**src/rtl/barrel_shifter_left_pipe.sv**
```systemverilog
// barrel_shifter_left_pipe: SW-stage registered left shifter with valid/ready flow control and shifted-out detect.
// Rotate-left support is built only when SHL_ROTATE_EN is defined; otherwise in_rot is ignored.
module barrel_shifter_left_pipe #(
  parameter  int WIDTH = 32,
  localparam int SW    = $clog2(WIDTH)
) (
  input  logic             clk,
  input  logic             rst,
  input  logic             in_valid,
  output logic             in_ready,
  input  logic [WIDTH-1:0] in_data,
  input  logic [SW-1:0]    in_shamt,
  input  logic             in_rot,
  output logic             out_valid,
  input  logic             out_ready,
  output logic [WIDTH-1:0] out_data,
  output logic             out_lost
);

  logic             r_valid [SW];
  logic [WIDTH-1:0] r_data  [SW];
  logic [SW-1:0]    r_shamt [SW];
  logic             r_rot   [SW];
  logic             r_lost  [SW];

  logic             w_up_valid [SW];
  logic [WIDTH-1:0] w_up_data  [SW];
  logic [SW-1:0]    w_up_shamt [SW];
  logic             w_up_rot   [SW];
  logic             w_up_lost  [SW];
  logic [WIDTH-1:0] w_nxt_data [SW];
  logic             w_nxt_lost [SW];
  logic [SW:0]      w_ld;
  logic             w_rot_in;

`ifdef SHL_ROTATE_EN
  assign w_rot_in = in_rot;
`else
  logic w_unused_rot;
  assign w_rot_in     = 1'b0;
  assign w_unused_rot = in_rot;
`endif

  // A stage loads whenever it is empty or its successor is loading, so bubbles collapse under stall.
  always_comb begin
    w_ld     = '0;
    w_ld[SW] = out_ready;
    for (int k = SW - 1; k >= 0; k--) begin
      w_ld[k] = !r_valid[k] || w_ld[k+1];
    end
  end

  for (genvar k = 0; k < SW; k++) begin : g_stage
    localparam int STEP = 1 << k;
    logic [WIDTH-1:0] w_shl;
    logic             w_spill;

    if (k == 0) begin : g_head
      assign w_up_valid[k] = in_valid;
      assign w_up_data[k]  = in_data;
      assign w_up_shamt[k] = in_shamt;
      assign w_up_rot[k]   = w_rot_in;
      assign w_up_lost[k]  = 1'b0;
    end else begin : g_link
      assign w_up_valid[k] = r_valid[k-1];
      assign w_up_data[k]  = r_data[k-1];
      assign w_up_shamt[k] = r_shamt[k-1];
      assign w_up_rot[k]   = r_rot[k-1];
      assign w_up_lost[k]  = r_lost[k-1];
    end

    assign w_shl   = w_up_data[k] << STEP;
    assign w_spill = |w_up_data[k][WIDTH-1 -: STEP];

`ifdef SHL_ROTATE_EN
    assign w_nxt_data[k] = !w_up_shamt[k][k] ? w_up_data[k] :
                           w_up_rot[k] ? {w_up_data[k][WIDTH-STEP-1:0], w_up_data[k][WIDTH-1 -: STEP]} :
                           w_shl;
`else
    assign w_nxt_data[k] = w_up_shamt[k][k] ? w_shl : w_up_data[k];
`endif

    // Rotated bits re-enter at the LSB end, so they never count as lost.
    assign w_nxt_lost[k] = w_up_lost[k] | (w_up_shamt[k][k] & !w_up_rot[k] & w_spill);
  end

  always_ff @(posedge clk or posedge rst) begin
    if (rst) begin
      for (int k = 0; k < SW; k++) begin
        r_valid[k] <= 1'b0;
        r_data[k]  <= '0;
        r_shamt[k] <= '0;
        r_rot[k]   <= 1'b0;
        r_lost[k]  <= 1'b0;
      end
    end else begin
      for (int k = 0; k < SW; k++) begin
        if (w_ld[k]) begin
          r_valid[k] <= w_up_valid[k];
          r_data[k]  <= w_nxt_data[k];
          r_shamt[k] <= w_up_shamt[k];
          r_rot[k]   <= w_up_rot[k];
          r_lost[k]  <= w_nxt_lost[k];
        end
      end
    end
  end

  assign in_ready  = w_ld[0];
  assign out_valid = r_valid[SW-1];
  assign out_data  = r_data[SW-1];
  assign out_lost  = r_lost[SW-1];

endmodule
```
**config.mk**
```make
export PLATFORM = sky130hd
export DESIGN_NAME = barrel_shifter_left_pipe
export DESIGN_NICKNAME = d
export VERILOG_FILES = /design/src/rtl/barrel_shifter_left_pipe.sv
export SDC_FILE = /design/constraint.sdc
export NUM_CORES = 1
export LEC_CHECK = 0
export ABC_AREA = 1
export CORE_MARGIN = 10
export CORE_UTILIZATION = 58
export CTS_CLUSTER_SIZE = 28
export DETAILED_ROUTE_END_ITERATION = 12
export GPL_TIMING_DRIVEN = 0
export PLACE_DENSITY = 0.8
export SETUP_SLACK_MARGIN = 0.3
export SLEW_MARGIN = 20
export SYNTH_ARGS = -nofsm -noshare
export SYNTH_HDL_FRONTEND = slang
export SYNTH_SLANG_ARGS = --single-unit
```
**constraint.sdc**
```tcl
create_clock -name clk -period 7.5 [get_ports clk]
set_clock_uncertainty 0.05 [all_clocks]
set_input_delay 1.5 -clock clk [delete_from_list [all_inputs] [get_ports clk]]
set_output_delay 1.5 -clock clk [all_outputs]
set_load 0.01 [all_outputs]
```
==> summary.txt, run 1 <==
Outcome
  – Outcome: completed

STA
  – Worst-margin pin slew: 0.535 ns
  – Worst slew margin: 64.4%
  – Setup-failing EPs final: 0
  – Fin worst setup slack: between 2 and 2.5 ns
  – Hold slack final: ~0.43 ns
  – RSZ-0062 raised after global routing: no
  – Fin. max-slew vios: 0
  – Post-route minimum period: 5.20 ns
  – Final Hold Fails: 0
  – Period utilization: about 69%
  – FMAX: roughly 190 MHz

Global route
  – Antenna violations before repair: 0
  – Largest net degree at the start of global routing: around 110
  – Gr usage total: between 15 and 20%
  – Number of global-route vias before repair: 6909
  – First-pass GRT wire length: 32100 um
  – Remaining global-route overflow: 0

Synthesis
  – Library cells used by synthesis: 23
  – Synthesized area per cell: 7.89 um^2
  – Syn Nets: between 1000 and 1500
  – Most common cell in the synthesized netlist: nand2_1
  – Most used DFF post-synth: dfrtp_1
  – Sequential area share after synthesis: 52.9%
  – #FFs+latches synth: 180
  – Yosys top cell area share: 52.9%
  – Cell Area, Synth: 8510 um^2
  – Post-synth EDFFs: 0
  – Commonest cells post-synth: 408 x nand2_1, 180 x dfrtp_1, 119 x o21ai_0
  – Syn. warnings: 0
  – Yosys top cell by area: dfrtp_1
  – Post-synth ARST share: 100%
  – Main area contributors after synthesis: dfrtp_1 53%, nand2_1 18%, o21ai_0 7.0%
  – Cells after synthesis: 1079

Place
  – IO buf count: 74
  – Dpl ws: 2.33 ns
  – Gpl congestion: about 0.86
  – Dpl cells: 1338
  – Post-DP HPWL: 14300 um

Clock network
  – Hold-fix buffers at CTS: 0
  – H-tree depth: 4
  – Clk slew on worst S/H paths: 0.06 ns
  – Clock tree buffer depth: 2
  – Setup bufs post-CTS: 0
  – CTS tree: built
  – Clk Latency, worst-skew pair: about 0.43 ns
  – Post_cts resized: 0
  – CTS sink cnt: 180
  – Clk root buf: clkbuf_16
  – Clock buffer count from CTS: 17

Worst setup path
  – Critical path required time: 5.95 ns
  – Worst Setup End Kind: primary output
  – Crit path max fanout: 10
  – Critical setup path kind: input port to primary output
  – Crit start category: input port
  – Crit path DAT: between 3 and 4 ns

Detailed routing
  – Via count: 6954
  – Drt total wl: 18900 um
  – DR iter-0 viols: 413
  – DRC violations left: 0
  – Drt pass-1 iters: 7
  – DR vias/cell: ~5
  – WL/cell: 13.8 um
  – Post-DRT Antenna Nets: 0

Final layout
  – Fin cells: 1370
  – Synth-to-layout area growth: 18.8%
  – Layout cells sized above 1: about 7.5%
  – Antenna Diode Count: 0
  – NumNets Final: 1215

Power
  – Pleak: 0.00501 uW
  – Power per Cell Area: 326 nW/um^2
  – Overall power: ~3300 uW
  – Max VDD drop: 0.212 mV

Floorplanning
  – Die area: approximately 20000 um^2
  – Io pins: slightly below 80
  – Starting Density: 58.8%
  – Core Area: approximately 14000 um^2
  – Die W: 141 um
  – Row count: 44
  – Die height: 141 um

Job
  – Max cap viols: 0

Hold path
  – Hold crit path type: flop to flop
-- cell type report --
cell class	count	area, um^2
Fill cell	1200	4370
Clock inverter	12	129
Multi-Input combinational cell	711	3130
Buffer	97	533
Clock buffer	20	467
Inverter	91	349
Sequential cell	180	4500
Tap cell	184	230
Timing Repair Buffer	75	768
-- cell usage in the layout (no fill, tap or decap) --
cell             Yosys  routed
clkbuf_8             0       3
nand3_1             23      23
nand2_1            408     408
nand4_1              2       2
or2_2                1       1
clkbuf_1            42      42
inv_1               90      89
nor2_8               2       2
buf_2                6       6
inv_8                0       1
buf_6                3       3
o21ai_1             12      12
dfrtp_1            180     180
nor2_4               2       2
a31oi_1              3       3
o21ai_0            119     119
inv_2                1       1
bufinv_16            0       2
buf_4               37      37
buf_1                9       9
clkinvlp_4           0       3
clkbuf_16            0      17
nor2_1              51      51
clkinv_2             0       4
buf_16               0       1
o211ai_1            25      25
clkinv_4             0       2
a21oi_1             52      52
o31ai_1              8       8
nand2_2              1       1
inv_6                0       1
nand2_4              2       2
clkdlybuf4s50_1      0      74
-- critical path, cell delays in order --
cell	delay [ns]
clkdlybuf4s50_1	0.46
inv_1	0.09
nand2_2	0.10
nor2_1	0.25
nand2_1	0.19
nor2_4	0.21
nand2_1	0.12
buf_2	0.21
clkdlybuf4s50_1	0.50
-- sequential cells by signal, summed over array words and instances, names as in the netlist --
register       cells
r_data            30
out_lost           1
out_valid          1
r_valid            4
r_shamt           10
g_stage.w_shl     98
r_lost             4
out_data          32
-- report_power, final --
group | total, uW | internal, uW | leakage, uW | switching (uW)
Sequential | 1440 | 1250 | 0.00219 | 188
Combinational | 973 | 434 | 0.00253 | 540
Clock | 882 | 516 | 0.000288 | 366
Total | 3290 | 2200 | 0.00501 | 1090
-- cells by family after synthesis --
group	share of synthesized area [%]
and+or+nand+nor	22.9
DFF	52.9
buffers and inverters	10.3
AOI/OAI and AO/OA	13.9
-- worst paths after layout --
kind,from,end,slack (ns),cells past startpoint
worst max-delay path,out_ready,in_ready,2.30,9
worst min-delay path,r_data[158]$_DFFE_PP0P_,r_data[158]$_DFFE_PP0P_,0.43,2
worst max register to register,out_valid$_DFFE_PP0P_,g_stage[1].w_shl[16]$_DFFE_PP0P_,5.58,9
worst min register to register,r_data[158]$_DFFE_PP0P_,r_data[158]$_DFFE_PP0P_,0.43,2
max in group asynchronous,rst,g_stage[1].w_shl[27]$_DFFE_PP0P_,5.09,3
min in group asynchronous,rst,g_stage[4].w_shl[16]$_DFFE_PP0P_,1.47,2
-- metal layers --
metal | GRT usage (%) | wire [um]
met5 | 0 | 0
met4 | 9.18 | 634
met3 | 4.84 | 1020
met2 | 33.1 | 9150
met1 | 22.8 | 8090
-- per-stage QoR --
| stage | cell area (um^2) | util, % | setup TNS [ns] |
|---|---|---|---|
| after floorplan | 8510 | - | 0 |
| after global placement | 9480 | 65.5 | -167.48 |
| after detailed placement | 9520 | 65.7 | 0 |
| after CTS | 10100 | 69.8 | 0 |
| after global routing | 10100 | 69.8 | 0 |
| final | 10100 | 69.8 | 0 |
(Power assumes the default switching activity.)
==> inputs of run 2 (changes only) <==
--- a/config.mk
+++ b/config.mk
@@ -7,11 +7,11 @@
 export LEC_CHECK = 0
 export ABC_AREA = 1
 export CORE_MARGIN = 10
-export CORE_UTILIZATION = 58
+export CORE_UTILIZATION = 52
 export CTS_CLUSTER_SIZE = 28
 export DETAILED_ROUTE_END_ITERATION = 12
 export GPL_TIMING_DRIVEN = 0
-export PLACE_DENSITY = 0.8
+export PLACE_DENSITY = 0.76
 export SETUP_SLACK_MARGIN = 0.3
 export SLEW_MARGIN = 20
 export SYNTH_ARGS = -nofsm -noshare
==> constraint.sdc (replaced) <==
create_clock -name clk -period 4.4 [get_ports clk]
set_clock_uncertainty 0.05 [all_clocks]
set_input_delay 0.88 -clock clk [delete_from_list [all_inputs] [get_ports clk]]
set_output_delay 0.88 -clock clk [all_outputs]
set_load 0.01 [all_outputs]
==> summary.txt, run 2 (same netlist as run 1, synthesis figures left out) <==
Hold path
  – Hold Path Depth: 2 (unchanged)
  – HP Start: r_data[158]$_DFFE_PP0P_ (unchanged)
  – Hold worst-path end: r_data[158]$_DFFE_PP0P_ (unchanged)
  – Hold crit path type: flop to flop (unchanged)

Floorplanning
  – Die W: 148 um (was 141 um)
  – Row count: 46 (was 44)
  – Die height: 148 um (was 141 um)
  – Io pins: 77 (unchanged)
  – Starting Density: 53.4% (was 58.8%)
  – Core Area: 15900 um^2 (was 14500 um^2)
  – Die area: 21900 um^2 (was 19900 um^2)

Detailed routing
  – WL/cell: 14.2 um (was 13.8 um)
  – Post-DRT Antenna Nets: 0 (unchanged)
  – DR vias/cell: 4.98 (was 5.08)
  – DR iter-0 viols: 350 (was 413)
  – DRC violations left: 0 (unchanged)
  – Drt pass-1 iters: 5 (was 7)
  – Via count: 6996 (was 6954)
  – Drt total wl: 19900 um (was 18900 um)

STA
  – FMAX: ~260 MHz
  – Worst-margin pin slew: 0.712 ns (was 0.535 ns)
  – Worst slew margin: 52.4% (was 64.4%)
  – Post-route minimum period: just under 4 ns
  – Fin. max-slew vios: 0 (unchanged)
  – TNS Setup: 0 ns (unchanged)
  – Final Hold Fails: 0 (unchanged)
  – Fin worst setup slack: 0.488 ns (was 2.30 ns)
  – Setup-failing EPs final: 0 (unchanged)
  – Period utilization: 88.9%
  – RSZ-0062 raised after global routing: no (unchanged)

Place
  – Gpl congestion: 0.858 (was 0.859)
  – Cell Area, Placed: 9660 um^2 (was 9520 um^2)
  – Dpl ws: 0.496 ns (was 2.33 ns)
  – IO buf count: 74 (unchanged)
  – Post-DP HPWL: 15500 um (was 14300 um)

Final layout
  – Synth-to-layout area growth: 19.6% (was 18.8%)
  – Cell area after layout: 10200 um^2 (was 10100 um^2)
  – Antenna Diode Count: 0 (unchanged)
  – Commonest non-fill, non-tap cell in the layout: nand2_1 (unchanged)
  – Max FFs per register: 98 (unchanged)
  – Most frequent cells in the layout: 408 x nand2_1, 180 x dfrtp_1, 119 x o21ai_0 (unchanged)
  – Layout cells sized above 1: 7.32% (was 7.50%)
  – NumNets Final: 1220 (was 1215)

Power
  – Pleak: 0.00502 uW (was 0.00501 uW)
  – Internal Dissipation: 3660 uW (was 2200 uW)
  – Max VDD drop: 0.336 mV (was 0.212 mV)
  – Clock share of power: 24.7% (was 26.8%)
  – P_sw: 1850 uW (was 1090 uW)
  – Gate power share: 30.5% (was 29.5%)
  – Sequential share of power: 44.7% (was 43.7%)
  – Power per Cell Area: 541 nW/um^2 (was 326 nW/um^2)
  – Sw Share: 33.6% (was 33.2%)

Clock network
  – Clk root buf: clkbuf_16 (unchanged)
  – CTS sink cnt: 180 (unchanged)
  – Setup bufs post-CTS: 0 (unchanged)
  – Clk Latency, worst-skew pair: 0.43 ns (about the same)
  – Post_cts resized: 0 (unchanged)
  – Clock tree buffer depth: 2 (unchanged)
  – Hold-fix buffers at CTS: 0 (unchanged)
  – Clk slew on worst S/H paths: 0.06 ns (about the same)
  – Clock buffer count from CTS: 17 (unchanged)
  – H-tree depth: 4 (unchanged)
  – CTS tree: built (unchanged)

Global route
  – Number of global-route vias before repair: 7099 (was 6909)
  – Antenna violations before repair: 0 (unchanged)
  – Remaining global-route overflow: 0 (unchanged)
  – Gr usage total: 18.8% (was 19.6%)
  – First-pass GRT wire length: 33500 um (was 32100 um)
  – Largest net degree at the start of global routing: 34 (was 105)

Worst setup path
  – Worst Setup End Kind: primary output (unchanged)
  – Critical path required time: 3.47 ns (was 5.95 ns)
  – Reg2reg start: out_valid$_DFFE_PP0P_ (unchanged)
  – Critical setup path kind: input port to primary output (unchanged)
  – Reg2Reg Depth: 9 (unchanged)
  – Critical path cell sequence: clkdlybuf4s50_1, inv_1, nand2_2, nor2_1, nand2_1, nor2_4, nand2_1, buf_2, clkdlybuf4s50_1 (unchanged)
  – Crit start category: input port (unchanged)
  – Crit path DAT: 2.98 ns (was 3.65 ns)
  – Worst reg-to-reg setup slack: 2.52 ns (was 5.58 ns)
  – Slowest cell on the critical path: clkdlybuf4s50_1 (unchanged)
  – RR Endpoint: g_stage[1].w_shl[12]$_DFFE_PP0P_ (was g_stage[1].w_shl[16]$_DFFE_PP0P_)
  – Crit-path max cell delay: 0.51 ns (was 0.50 ns)
  – Crit path max fanout: 10 (unchanged)

Job
  – Max cap viols: 0 (unchanged)

Outcome
  – Outcome: completed (unchanged)
## run 2: changes by cell type in the layout (fill, tap and decap cells not counted), moves of 2 or more
cell	delta
clkinv_4	-2
clkbuf_1	+4
buf_12	+4
clkinv_2	+2
clkinvlp_4	-2
clkbuf_8	-2
## run 2: routing by layer
metal	vias up	routed length, um	track usage, %
met5	-	0	0
met2	180	9760	32.6
met1	3183	8490	21.4
met4	0	794	10.2
met3	47	829	3.75
li1	3586	-	-
## run 2: layout make-up
cell class | instances | area (um^2)
inverters | 91 | 345
multi-input cells | 711 | 3130
repair buffers | 80 | 876
clock buffers | 22 | 454
fillers | 1432 | 5770
flip-flops and latches | 180 | 4500
well taps | 216 | 270
plain buffers | 97 | 533
clock inverters | 7 | 60.1
## run 2: metrics by stage
stage | cells | hold slack [ns] | utilization (%) | power (uW)
4_1_cts | 1404 | 0.428 | 63.8 | 5530
3_5_place_dp | 1375 | 0.414 | 60.6 | 4160
3_3_place_gp | 1369 | 0.411 | 59.7 | 4090
5_1_grt | 1404 | 0.450 | 63.8 | 5870
2_1_floorplan | 1079 | 0.392 | - | 3480
6_report | 1404 | 0.422 | 63.8 | 5510
## run 2: worst max-delay path: cells and delay by family
family / cells / cell delay [ns]
and+or+nand+nor: 5 / 0.84
buffers and inverters: 4 / 1.26
## run 2: power groups by stage
stage / sequential, uW / combinational (uW) / clock, uW
after floorplan: 2370 / 1110 / 0
after global placement: 2460 / 1620 / 0
after detailed placement: 2480 / 1680 / 0
after CTS: 2460 / 1690 / 1370
after global routing: 2510 / 1910 / 1440
final: 2460 / 1680 / 1360
## run 2: worst max-delay path by stage
stage,startpoint,to
2_1_floorplan,rst,g_stage[1].w_shl[10]$_DFFE_PP0P_
3_3_place_gp,rst,g_stage[1].w_shl[10]$_DFFE_PP0P_
3_5_place_dp,out_ready,in_ready
4_1_cts,out_ready,in_ready
5_1_grt,out_ready,in_ready
6_report,out_ready,in_ready
==> inputs of run 3 (changes only) <==
--- a/config.mk
+++ b/config.mk
@@ -13,7 +13,6 @@
 export GPL_TIMING_DRIVEN = 0
 export PLACE_DENSITY = 0.76
 export SETUP_SLACK_MARGIN = 0.3
-export SLEW_MARGIN = 20
 export SYNTH_ARGS = -nofsm -noshare
 export SYNTH_HDL_FRONTEND = slang
 export SYNTH_SLANG_ARGS = --single-unit
==> summary.txt, run 3 (same netlist as run 1, synthesis figures left out) <==
Final layout
  – Commonest non-fill, non-tap cell in the layout: nand2_1 (unchanged)
  – Synth-to-layout area growth: 19.3% (was 19.6%)
  – Fillers: 1419 (was 1432)
  – NumNets Final: 1218 (was 1220)
  – Max FFs per register: 98 (unchanged)
  – Most frequent cells in the layout: 408 x nand2_1, 180 x dfrtp_1, 119 x o21ai_0 (unchanged)
  – Fin cells: 1402 (was 1404)
  – Antenna Diode Count: 0 (unchanged)
  – Layout cells sized above 1: 7.08% (was 7.32%)
  – Fin util: 63.7% (was 63.8%)

STA
  – TNS Setup: 0 ns (unchanged)
  – Worst-margin pin slew: 0.895 ns (was 0.712 ns)
  – Fin. max-slew vios: 0 (unchanged)
  – Final Hold Fails: 0 (unchanged)
  – Worst slew margin: 40.2% (was 52.4%)
  – Period utilization: 88.0% (was 88.9%)
  – Fin worst setup slack: 0.526 ns (was 0.488 ns)
  – RSZ-0062 raised after global routing: no (unchanged)
  – Hold slack final: 0.424 ns (was 0.422 ns)
  – FMAX: 258 MHz (was 256 MHz)
  – Setup-failing EPs final: 0 (unchanged)
  – Post-route minimum period: 3.87 ns (was 3.91 ns)

Place
  – Post-DP HPWL: 15300 um (was 15500 um)
  – Dpl cells: 1373 (was 1375)
  – Dpl ws: 0.509 ns (was 0.496 ns)
  – IO buf count: 74 (unchanged)
  – Gpl congestion: 0.858 (unchanged)

Worst setup path
  – Buffers plus inverters on the worst setup path: 4 (unchanged)
  – Critical setup path kind: input port to primary output (unchanged)
  – Crit start category: input port (unchanged)
  – Critical path cell sequence: clkdlybuf4s50_1, inv_1, nand2_2, nor2_1, nand2_1, nor2_4, nand2_1, buf_2, clkdlybuf4s50_1 (unchanged)
  – Crit path max fanout: 10 (unchanged)
  – Worst Setup End Kind: primary output (unchanged)
  – Crit path DAT: 2.94 ns (was 2.98 ns)
  – Crit-path max cell delay: 0.50 ns (was 0.51 ns)
  – Delay-heaviest family, CP: buffers and inverters (unchanged)
  – Slowest cell on the critical path: clkdlybuf4s50_1 (unchanged)
  – Critical path required time: 3.47 ns (about the same)

Power
  – Pleak: 0.00501 uW (was 0.00502 uW)
  – Sequential share of power: 44.1% (was 44.7%)
  – P_sw: 1840 uW (was 1850 uW)
  – Gate power share: 30.0% (was 30.5%)
  – Internal Dissipation: 3730 uW (was 3660 uW)
  – Sw Share: 33.1% (was 33.6%)
  – Power per Cell Area: 549 nW/um^2 (was 541 nW/um^2)
  – Max VDD drop: 0.331 mV (was 0.336 mV)
  – Clock share of power: 25.8% (was 24.7%)

Clock network
  – Clk root buf: clkbuf_16 (unchanged)
  – CTS sink cnt: 180 (unchanged)
  – Clock buffer count from CTS: 17 (unchanged)
  – H-tree depth: 4 (unchanged)
  – Clk Latency, worst-skew pair: 0.43 ns (about the same)
  – Clock tree buffer depth: 2 (unchanged)
  – Hold-fix buffers at CTS: 0 (unchanged)
  – CTS tree: built (unchanged)
  – Setup bufs post-CTS: 0 (unchanged)
  – Clk slew on worst S/H paths: 0.06 ns (about the same)
  – Post_cts resized: 0 (unchanged)

Global route
  – First-pass GRT wire length: 33500 um (about the same)
  – Largest net degree at the start of global routing: 44 (was 34)
  – Antenna violations before repair: 0 (unchanged)
  – Number of global-route vias before repair: 7018 (was 7099)
  – Gr usage total: 18.8% (about the same)
  – Remaining global-route overflow: 0 (unchanged)

Detailed routing
  – Via count: 6987 (was 6996)
  – Drt pass-1 iters: 5 (unchanged)
  – DR iter-0 viols: 434 (was 350)
  – WL/cell: 14.2 um (about the same)
  – Post-DRT Antenna Nets: 0 (unchanged)
  – DRC violations left: 0 (unchanged)
  – DR vias/cell: 4.98 (about the same)
  – Drt total wl: 19900 um (about the same)

Floorplanning
  – Core Area: 15900 um^2 (unchanged)
  – Die height: 148 um (unchanged)
  – Row count: 46 (unchanged)
  – Io pins: 77 (unchanged)
  – Starting Density: 53.4% (unchanged)
  – Die W: 148 um (unchanged)
  – Die area: 21900 um^2 (unchanged)

Hold path
  – Hold crit path type: flop to flop (unchanged)

Job
  – Max cap viols: 0 (unchanged)

Outcome
  – Outcome: completed (unchanged)
-- run 3: changes by cell type in the layout (fill, tap and decap cells not counted), sizes merged --
cell / previous run / this run
clkinv: 6 / 2
buf: 61 / 59
clkbuf: 64 / 66
bufinv: 1 / 2
clkinvlp: 1 / 2
-- run 3: worst register-to-register path: cells and delay by family, from the launching register on --
family,cells,cell delay [ns]
buffers and inverters,2,0.34
and+or+nand+nor,7,0.94
DFF,1,0.41
-- run 3: metal layers --
metal | vias to the layer above | global-route usage, % | routed length, um
li1 | 3580 | - | -
met1 | 3195 | 21.5 | 8560
met2 | 169 | 32.7 | 9770
met3 | 43 | 4.03 | 843
met4 | 0 | 9.37 | 693
met5 | - | 0 | 0
-- run 3: area by class of cell --
| type | instances | area, um^2 | share of cell area, % |
|---|---|---|---|
| Buffer | 97 | 533 | 5.25 |
| Clock buffer | 24 | 472 | 4.65 |
| Clock inverter | 5 | 77.6 | 0.764 |
| Inverter | 91 | 345 | 3.40 |
| Multi-Input combinational cell | 711 | 3130 | 30.8 |
| Sequential cell | 180 | 4500 | 44.4 |
| Tap cell | 216 | 270 | 2.66 |
| Timing Repair Buffer | 78 | 821 | 8.08 |
-- run 3: final timing paths --
kind / startpoint / to / slack [ns] / cells past startpoint
max in group asynchronous: rst / g_stage[2].w_shl[13]$_DFFE_PP0P_ / 2.41 / 4
worst max-delay path: out_ready / in_ready / 0.53 / 9
worst max register to register: out_valid$_DFFE_PP0P_ / g_stage[1].w_shl[8]$_DFFE_PP0P_ / 2.55 / 9
min in group asynchronous: rst / out_valid$_DFFE_PP0P_ / 0.93 / 2
worst min register to register: r_data[158]$_DFFE_PP0P_ / r_data[158]$_DFFE_PP0P_ / 0.42 / 2
worst min-delay path: r_data[158]$_DFFE_PP0P_ / r_data[158]$_DFFE_PP0P_ / 0.42 / 2
-- run 3: metrics by stage --
step	instance area [um^2]	total power [uW]
6_report	10200	5580
5_1_grt	10200	5950
4_1_cts	10200	5600
3_5_place_dp	9600	4150
3_3_place_gp	9520	4090
2_1_floorplan	8510	3480
-- run 3: power by group through the flow --
stage | Sequential, uW | Combinational [uW] | Clock (uW)
4_1_cts | 2460 | 1690 | 1460
3_3_place_gp | 2460 | 1620 | 0
3_5_place_dp | 2480 | 1670 | 0
6_report | 2460 | 1670 | 1440
5_1_grt | 2510 | 1910 | 1530
2_1_floorplan | 2370 | 1110 | 0
